[config.mk]
export PLATFORM = sky130hd
export DESIGN_NAME = fft16_seq_ctrl
export DESIGN_NICKNAME = d
export VERILOG_FILES = /design/src/rtl/fft_pkg.sv /design/src/rtl/fft_valid_pipe.sv /design/src/rtl/fft16_seq_ctrl.sv
export SDC_FILE = /design/constraint.sdc
export NUM_CORES = 1
export LEC_CHECK = 0
export BUFFER_PORTS_ARGS = -buffer_cell sky130_fd_sc_hd__buf_2
export CAP_MARGIN = 20
export CORE_MARGIN = 4
export CORE_UTILIZATION = 40
export CTS_CLUSTER_SIZE = 12
export DETAILED_ROUTE_END_ITERATION = 10
export PLACE_DENSITY_LB_ADDON = 0.08
export SYNTH_ARGS = -nofsm -noshare
export SYNTH_HDL_FRONTEND = slang
export SYNTH_SLANG_ARGS = --single-unit
[constraint.sdc]
create_clock -name clk -period 7.2 [get_ports clk]
set_input_delay 0.72 -clock clk [delete_from_list [all_inputs] [get_ports clk]]
set_output_delay 0.72 -clock clk [all_outputs]
set_load 0.02 [all_outputs]
[src/rtl/fft_pkg.sv]
// fft_pkg: shared FFT16 constants and sequencer state type
package fft_pkg;
  localparam int FFT_N = 16;
  localparam int FFT_STAGES = $clog2(FFT_N);
  typedef enum logic [1:0] {IDLE, RUN, DRAIN} fft_ctrl_state_e;
endpackage

[src/rtl/fft_valid_pipe.sv]
// fft_valid_pipe: enable-gated valid shift register (clk, rst, clr, en, din -> vld[DEPTH])
module fft_valid_pipe #(
  parameter int DEPTH = 4
) (
  input  logic             clk,
  input  logic             rst,
  input  logic             clr,
  input  logic             en,
  input  logic             din,
  output logic [DEPTH-1:0] vld
);
  always_ff @(posedge clk or posedge rst)
    if (rst) vld <= '0;
    else if (clr) vld <= '0;
    else if (en) vld <= (vld << 1) | DEPTH'(din);
endmodule

[src/rtl/fft16_seq_ctrl.sv]
// fft16_seq_ctrl: FFT16 sequencer (frame handshakes, stage valids, enable, run/drain/abort FSM, frame counters)
module fft16_seq_ctrl
  import fft_pkg::*;
#(
  parameter int PIPE_LATENCY = FFT_STAGES,
  parameter int CNT_W = 16
) (
  input  logic             clk,
  input  logic             rst,
  input  logic             cfg_run,
  input  logic             flush,
  input  logic             abort,
  input  logic             in_valid,
  output logic             in_ready,
  output logic             out_valid,
  input  logic             out_ready,
  output logic             fft_enable,
  output logic             busy,
  output logic [3:0]       occupancy,
  output logic [CNT_W-1:0] frames_in,
  output logic [CNT_W-1:0] frames_out,
  output logic [CNT_W-1:0] frames_drop
);
  fft_ctrl_state_e state;
  logic [PIPE_LATENCY-1:0] vld;
  logic adv, accept, deliver, any_vld;
  assign any_vld = |vld;
  assign out_valid = vld[PIPE_LATENCY-1];
  assign adv = !(out_valid && !out_ready);
  assign in_ready = adv && state == RUN && !abort;
  assign accept = in_valid && in_ready;
  assign deliver = out_valid && out_ready;
  assign fft_enable = adv && (any_vld || accept);
  assign busy = state != IDLE || any_vld;
  fft_valid_pipe #(.DEPTH(PIPE_LATENCY)) u_pipe (
    .clk(clk),
    .rst(rst),
    .clr(abort),
    .en (fft_enable),
    .din(accept),
    .vld(vld)
  );
  always_ff @(posedge clk or posedge rst)
    if (rst) state <= IDLE;
    else if (abort) state <= IDLE;
    else
      case (state)
        IDLE:    if (cfg_run) state <= RUN;
        RUN:     if (flush || !cfg_run) state <= DRAIN;
        DRAIN:   if (!any_vld) state <= cfg_run ? RUN : IDLE;
        default: state <= IDLE;
      endcase
  // a frame delivered in the abort cycle leaves normally, so only the rest count as dropped
  always_ff @(posedge clk or posedge rst)
    if (rst) begin
      occupancy   <= '0;
      frames_in   <= '0;
      frames_out  <= '0;
      frames_drop <= '0;
    end else begin
      occupancy   <= abort ? 4'd0 : occupancy + 4'(accept) - 4'(deliver);
      frames_in   <= frames_in + CNT_W'(accept);
      frames_out  <= frames_out + CNT_W'(deliver);
      frames_drop <= abort ? frames_drop + CNT_W'(occupancy - 4'(deliver)) : frames_drop;
    end
endmodule

Word-level counts from Yosys, hierarchy flattened
Cells that the tools add are included.
- register bits after elaboration: 58
- output and inout port bits: 56
- add/sub/neg operators: 6
- bitwise operators: 1
- reductions and logical operators: 18
- equal/unequal tests: 5
- muxes and demuxes: 9
- operators by type and width (kind ; number):
    adder 16 x 1 -> 16 bit ; 2
    adder 16 bit ; 1
    2-to-1 mux 4 bit ; 3
    2-to-1 mux 2 bit ; 4
    logical AND 1 bit ; 6
    inequality test 3 bit (second input constant) ; 2
    one-hot mux 2 bit (3 select lines) ; 1
    subtractor 4 x 1 -> 5 bit ; 1
    adder 4 x 1 -> 4 bit ; 1
    zero test 1 bit ; 4
    bitwise OR 4 x 1 -> 4 bit ; 1
    nonzero test 2 bit ; 2
    OR reduction 4 bit ; 1
    subtractor 4 x 1 -> 4 bit ; 1
    logical OR 1 bit ; 3
    inequality test 3 x 2 -> 1 bit (second input constant) ; 1
    AND reduction 3 bit ; 1
    == test 2 x 1 -> 1 bit (second input constant) ; 1
    == test 2 bit (second input constant) ; 1
    zero test 2 bit ; 1
    2-to-1 mux 1 bit ; 1

Logic depth before layout (Yosys ltp)
Gate-level depths: netlist of the first run.
- depth in word-level cells: 10
- mapped depth: 12
- depth with buffers taken out: 12

Hierarchy
Synthesis of the first run repeated with hierarchy kept, for this count alone.
- cell total of the unflattened synthesis: 318
- area total of the unflattened synthesis: 3375.7 um^2
- by module, submodules not included (module ; area each (um^2) ; times used ; cells an instance ; seq. area each (um^2)):
    fft16_seq_ctrl ; 3211.8 ; 1 ; 304 ; 1351.3
    fft_valid_pipe ; 163.9 ; 1 ; 14 ; 100.1

Least setup slack after synthesis of the first run
OpenSTA, ideal clock, no wires.
- kind: input to register
- start: input out_ready
- end: register frames_drop[15]
- data arrival time: 3087 ps
- setup slack: 3983 ps
- required time: 7070 ps
- cell stages on the path: 12
- cells stage by stage: and2_1 ha_1 ha_1 nand2_1 inv_1 ha_1 and2_1 a221oi_1 a21oi_1 a211oi_1 a22oi_1 nand3b_1
- longest elaborated chain between the ends: 3
- RTL lines (item ; RTL line ; source):
    start: declaration ; fft16_seq_ctrl.sv:16 ; input logic out_ready,
    logical AND 1 bit ; fft16_seq_ctrl.sv:32 ; assign deliver = out_valid && out_ready;
    subtractor 4 x 1 -> 5 bit ; fft16_seq_ctrl.sv:64 ; frames_drop <= abort ? frames_drop + CNT_W'(occupancy - 4'(deliver)) : frames_drop;
    adder 16 bit ; fft16_seq_ctrl.sv:64 ;
    end signal: assignment ; fft16_seq_ctrl.sv:64 ;
    end: declaration ; fft16_seq_ctrl.sv:22 ; output logic [CNT_W-1:0] frames_drop
No other way between the ends.
A chain may end at the register's enable or synchronous reset.

Final worst setup path of the first run
Ends and elaborated chain as after synthesis.

==> results.ini, run 1 <==
[synth]
syn_area_um2=3360
synth_top_area_share_pct=43.2
syn_area_per_cell_um2=9.98
synth.area.top_cells=dfrtp_1, ha_1, xnor2_1, xor2_1, nor2_1
ys_seq_area_share_pct=43.2
synth_edf_count=0
ys_async_sr_fraction_pct=100
yosysWarnings=0
yosysTopAreaCell=dfrtp_1
synthCells=337
synthDistinctLibCells=45
synth_ff_type=dfrtp_1
syn-num-nets=374
ys_ff_latch=58

[worst_hold_path]
holdCritPathClass=reg2reg

[global_routing]
grt_pass1_wl_um=12200
met3_usage_pct=3.65
grt-ovfl-total=0
grt_max_degree=59
grt_util_met2_pct=24.6
grt_pass1_vias=2633
antenna_found_initial=0
track_usage_pct=15.3
grt_util_met1_pct=20.1
busiest_layer=met2

[setup_path]
crit_top_cell=ha_1
reg2reg_to=frames_drop[15]$_DFFE_PP0P_
reg2reg_depth=12
cp.arrival_ps=3590
rrSetupSlack_ps=3880
slowest_stage=ha_1
timing.rr.start=u_pipe.vld[3]$_DFFE_PP0P_
critPathMaxFanout=15
crit_family=compound AO/OA/AOI/OAI gates
setup.worst_path.end=frames_drop[15]$_DFFE_PP0P_
crit_path_start=out_ready
critical-path-max-stage-delay_ps=410
start_kind=input port
critPathRequiredTime_ps=7420
path_cells=buf_2 -> and2_1 -> ha_1 -> ha_1 -> nand2_1 -> inv_1 -> ha_1 -> and2_1 -> a221oi_1 -> a21oi_1 -> a211oi_1 -> a22oi_1 -> nand3b_1
cp_num_buf_inv=2
path_depth=13
crit_path_end_kind=flop
critical_path_class=in2reg

[status]
status=completed

[timing]
max_slew_margin_pct=48.5
worst_pin_slew_ps=773
setup_viol=0
post-route-period-util_pct=46.9
hold_viol=0
rsz0062_at_grt=no
fin_crit_ps=3380
fin_setup_tns_ps=0
max_freq_mhz=296
setup_ws_ps=3820
skew_ps=10.1
final_max_slew_viol_count=0

[floorplanning]
die_h_um=99.7
die_w_um=99.7
io_pins=63
die-area_um2=9940
coreArea_um2=8220
num_rows=33
initial_core_util_pct=40.9

[routing]
routed_wl_um=7040
vias=2606
drc=0
wl_per_cell_um=13.7
postRouteAntennaNets=0
dr.first_iter.drc_count=82
viasPerCell=5.06
dr.pass1.iters=4

[pwr]
pwr-share-comb_pct=27.4
power_density_nw_per_um2=248
irDropWorstVdd_uv=147
p_sw_uw=335
internal_power_uw=656
p_leak_nw=2.15
seqPwrFrac_pct=40.9
swShare_pct=33.8
p_clk_share_pct=31.6

[clock_tree]
clock_path_buffers=2
cts_sinks=58
clockRootBuffer=clkbuf_8
hold_buffers=0
ctsResizeCount=0
htreeDepth=3
cts_tree=built
clock_latency_ps=340
post-cts-setup-buffer-count=0
numCtsBuffers=9
clkTransAtPathRegs_ps=70

[layout]
utilization_pct=48.6
fin_nets=442
drive_above_1_share_pct=22.7
antenna_cells=0
layout_common_cells=buf_2, dfrtp_1, nor2_1, ha_1, nand2_1
final_common_cell=buf_2
syn2layout_area_growth_pct=18.8

[flow_run]
max_cap_viol_count=0

[placement]
dp_slack_ps=3480
port_buffers=62
gp_congestion=0.845
hpwl_um=5080

-- final cells by class --
type | instances | area (µm²)
Clock buffer | 11 | 151
Clock inverter | 5 | 52.6
Fill cell | 808 | 4220
Inverter | 23 | 86.3
Multi-Input combinational cell | 250 | 1800
Sequential cell | 58 | 1450
Tap cell | 105 | 131
Timing Repair Buffer | 63 | 318
-- state kept, by name, summed over array words and instances (netlist names) --
name,cells
frames_in,16
occupancy,4
frames_out,16
state,2
frames_drop,16
u_pipe.vld,4
-- power groups by stage --
stage | clock network [mW] | logic [mW] | registers, mW
5_1_grt | 0.340 | 0.305 | 0.414
2_1_floorplan | 0 | 0.146 | 0.459
3_5_place_dp | 0 | 0.275 | 0.413
3_3_place_gp | 0 | 0.271 | 0.412
6_report | 0.313 | 0.272 | 0.405
4_1_cts | 0.325 | 0.276 | 0.407
-- worst min path at each step --
stage / endpoint / start / depth (start not counted) / slack [ps]
6_report: frames_in[15]$_DFF_PP0_ / frames_in[15]$_DFF_PP0_ / 1 / 470
3_3_place_gp: frames_out[15]$_DFF_PP0_ / frames_out[15]$_DFF_PP0_ / 1 / 450
5_1_grt: frames_in[15]$_DFF_PP0_ / frames_in[15]$_DFF_PP0_ / 1 / 500
4_1_cts: frames_in[15]$_DFF_PP0_ / frames_in[15]$_DFF_PP0_ / 1 / 470
3_5_place_dp: frames_in[15]$_DFF_PP0_ / frames_in[15]$_DFF_PP0_ / 1 / 460
2_1_floorplan: u_pipe.vld[3]$_DFFE_PP0P_ / u_pipe.vld[2]$_DFFE_PP0P_ / 2 / 480
-- synthesized netlist by cell type, types with 3 or more instances --
library cell,instances
a21o_1,5
clkbuf_1,5
mux2i_1,3
mux2_2,9
nand4_1,8
nor4b_1,3
nand3_1,20
and2_1,3
inv_1,23
ha_1,28
o21ai_0,7
dfrtp_1,58
and3_1,8
xor2_1,17
nand2b_1,4
xnor2_1,22
nor2_1,28
a21oi_1,20
nand2_1,25
nor2b_1,5
-- metrics by stage --
step	power, mW	area, µm²	hold WS, ps	std cells
finish	0.990	3990	469	515
CTS	1.01	3990	475	515
detailed placement	0.688	3790	461	499
global route	1.06	3990	497	515
global placement	0.684	3790	454	499
floorplan	0.605	3360	481	337
-- cell families (layout without fill, tap and decap cells) --
group,count (synthesis),in the layout,synth area share [%]
XOR/XNOR,39,39,10.2
multiplexers,12,12,3.91
flip-flops,58,58,43.2
AO/OA/AOI/OAI,53,53,10.3
AND/OR/NAND/NOR,116,116,17.6
buffers and inverters,29,102,3.24
adder cells (fa/ha/maj),30,30,11.6
-- layer usage --
metal | wire length [µm] | part of all wire, % | vias up
met1 | 3470 | 49 | 1241
met5 | 0 | 0 | -
met3 | 274 | 3.9 | 8
li1 | - | - | 1315
met2 | 3190 | 45 | 42
met4 | 107 | 1.5 | 0
(Power assumes the default switching activity.)
==> run 2, diff against run 1 <==
==> constraint.sdc (replaced) <==
create_clock -name clk -period 2.9 [get_ports clk]
set_input_delay 0.29 -clock clk [delete_from_list [all_inputs] [get_ports clk]]
set_output_delay 0.29 -clock clk [all_outputs]
set_load 0.02 [all_outputs]
==> run 2 against run 1 <==
Non-clock buffer count up 25; design area increased by 8.7%; count of clock-buffer cells in the layout unchanged; worst hold slack worse by 400 ps; first-iteration DRC count is 13% lower; sequential share of layout area fell by 2.9 points; wire length increased by 5.6%; combinational power grew to 2.9 times the previous value; register-to-register slack worse by 3800 ps.
==> results.ini, run 2 (synthesized netlist as in run 1, its figures left out) <==
[status]
status=completed

[timing]
final_max_slew_viol_count=0
worst_hold_slack_ps=67.3
rsz0062_at_grt=yes
setup_viol=0
skew_ps=15.5
fin_crit_ps=2830
post-route-period-util_pct=97.6
worst_pin_slew_ps=736
hold_viol=0
max_slew_margin_pct=50.9
max_freq_mhz=353

[setup_path]
timing.rr.start=u_pipe.vld[3]$_DFFE_PP0P_
cp_num_buf_inv=0
crit_path_end_kind=flop
reg2reg_to=frames_drop[12]$_DFFE_PP0P_
path_cells=and2_4 -> ha_4 -> ha_4 -> xor2_1 -> ha_1 -> nor2b_4 -> o31a_1 -> o41ai_4 -> o31ai_2 -> xor2_1 -> mux2_2
critPathMaxFanout=3
critPathRequiredTime_ps=3130
critical-path-max-stage-delay_ps=430
critical_path_class=reg2reg
cp.arrival_ps=3060
start_kind=flop
crit_family=compound AO/OA/AOI/OAI gates
rrSetupSlack_ps=70
slowest_stage=o41ai_4
reg2reg_depth=11

[placement]
hpwl_um=5420
port_buffers=62
gp_congestion=0.830

[global_routing]
track_usage_pct=15.7
grt_pass1_vias=2753
grt-ovfl-total=0
grt_max_degree=43
grt_pass1_wl_um=12700
antenna_found_initial=0

[layout]
drive_above_1_share_pct=31.7
antenna_cells=0
ff_latch_area_um2=1450
utilization_pct=52.8
final_common_cell=buf_2
layout_common_cells=buf_2, dfrtp_1, nor2_1
fillers=769
top_regs=frames_drop x16, frames_in x16, frames_out x16
syn2layout_area_growth_pct=29.1
multi_input_comb_area_um2=1940
fin_nets=468

[routing]
dr.pass1.iters=4
routed_wl_um=7430
vias=2727
drc=0
dr.first_iter.drc_count=71
postRouteAntennaNets=0
wl_per_cell_um=13.7
viasPerCell=5.04

[flow_run]
max_cap_viol_count=0

[clock_tree]
clock_path_buffers=2
htreeDepth=3
numCtsBuffers=9
clock_latency_ps=330
clkTransAtPathRegs_ps=80
cts_sinks=58
clockRootBuffer=clkbuf_8
cts_tree=built

[pwr]
irDropWorstVdd_uv=377
power_density_nw_per_um2=612
p_leak_nw=2.28

[floorplanning]
die-area_um2=9940
coreArea_um2=8220
die_w_um=99.7
io_pins=63
die_h_um=99.7
num_rows=33
initial_core_util_pct=40.9

[worst_hold_path]
holdCritPathClass=in2async

==> run 2: power by group <==
part / internal, mW / total, mW / switching, mW / leakage [nW]
Sequential: 0.916 / 1.02 / 0.101 / 0.770
Combinational: 0.357 / 0.791 / 0.434 / 1.40
Clock: 0.505 / 0.849 / 0.344 / 0.109
Total: 1.78 / 2.66 / 0.879 / 2.28
==> run 2: final cells by class <==
type,count,area share (%)
tap,105,3.03
inverter,23,2.08
multi-input combinational,250,44.6
clock inverter,5,1.79
clock buffer,11,3.26
timing repair inverter,1,0.173
timing repair buffer,88,11.6
sequential,58,33.4
==> run 2: per-layer routing <==
layer	part of all wire, %	GRT usage [%]
met1	49	21.0
met2	46	25.1
met3	3.7	3.23
met4	1.3	6.09
met5	0	0
==> run 2: worst max-delay path by stage <==
stage | slack [ps] | end | cells past startpoint | start
floorplan | -90 | frames_drop[15]$_DFFE_PP0P_ | 12 | u_pipe.vld[3]$_DFFE_PP0P_
global placement | -40 | frames_drop[12]$_DFFE_PP0P_ | 13 | out_ready
detailed placement | -90 | frames_drop[15]$_DFFE_PP0P_ | 14 | out_ready
CTS | 5 | frames_drop[15]$_DFFE_PP0P_ | 13 | u_pipe.vld[3]$_DFFE_PP0P_
global route | -40 | frames_drop[12]$_DFFE_PP0P_ | 11 | u_pipe.vld[3]$_DFFE_PP0P_
finish | 70 | frames_drop[12]$_DFFE_PP0P_ | 11 | u_pipe.vld[3]$_DFFE_PP0P_
==> run 2: worst register-to-register path: cells and delay by family, from the launching register on <==
family | cells | cell delay [ps]
xor+xnor | 2 | 290
flops | 1 | 380
fa+ha+maj | 3 | 630
mux | 1 | 260
compound gates | 3 | 900
simple gates | 2 | 280
==> run 2: per-stage QoR <==
stage / worst slack (ps) / area [µm²] / cells / power [mW] / setup TNS (ps)
after global routing: -42.6 / 4340 / 541 / 2.82 / -84.2
final: 69.2 / 4340 / 541 / 2.66 / 0
after CTS: 4.63 / 4230 / 538 / 2.67 / 0
after detailed placement: -87.0 / 3970 / 521 / 1.79 / -200
after global placement: -42.3 / 3970 / 521 / 1.79 / -80.9
after floorplan: -86.6 / 3380 / 337 / 1.51 / -239
==> run 2: timing repair <==
item / CTS / global route
setup buffers: 0 / 3
pin swaps: 2 / 7
hold buffers: 0 / 0
endpoints found under the setup margin: 3 / 8
resized for setup: 6 / 20
cloned: 1 / 0
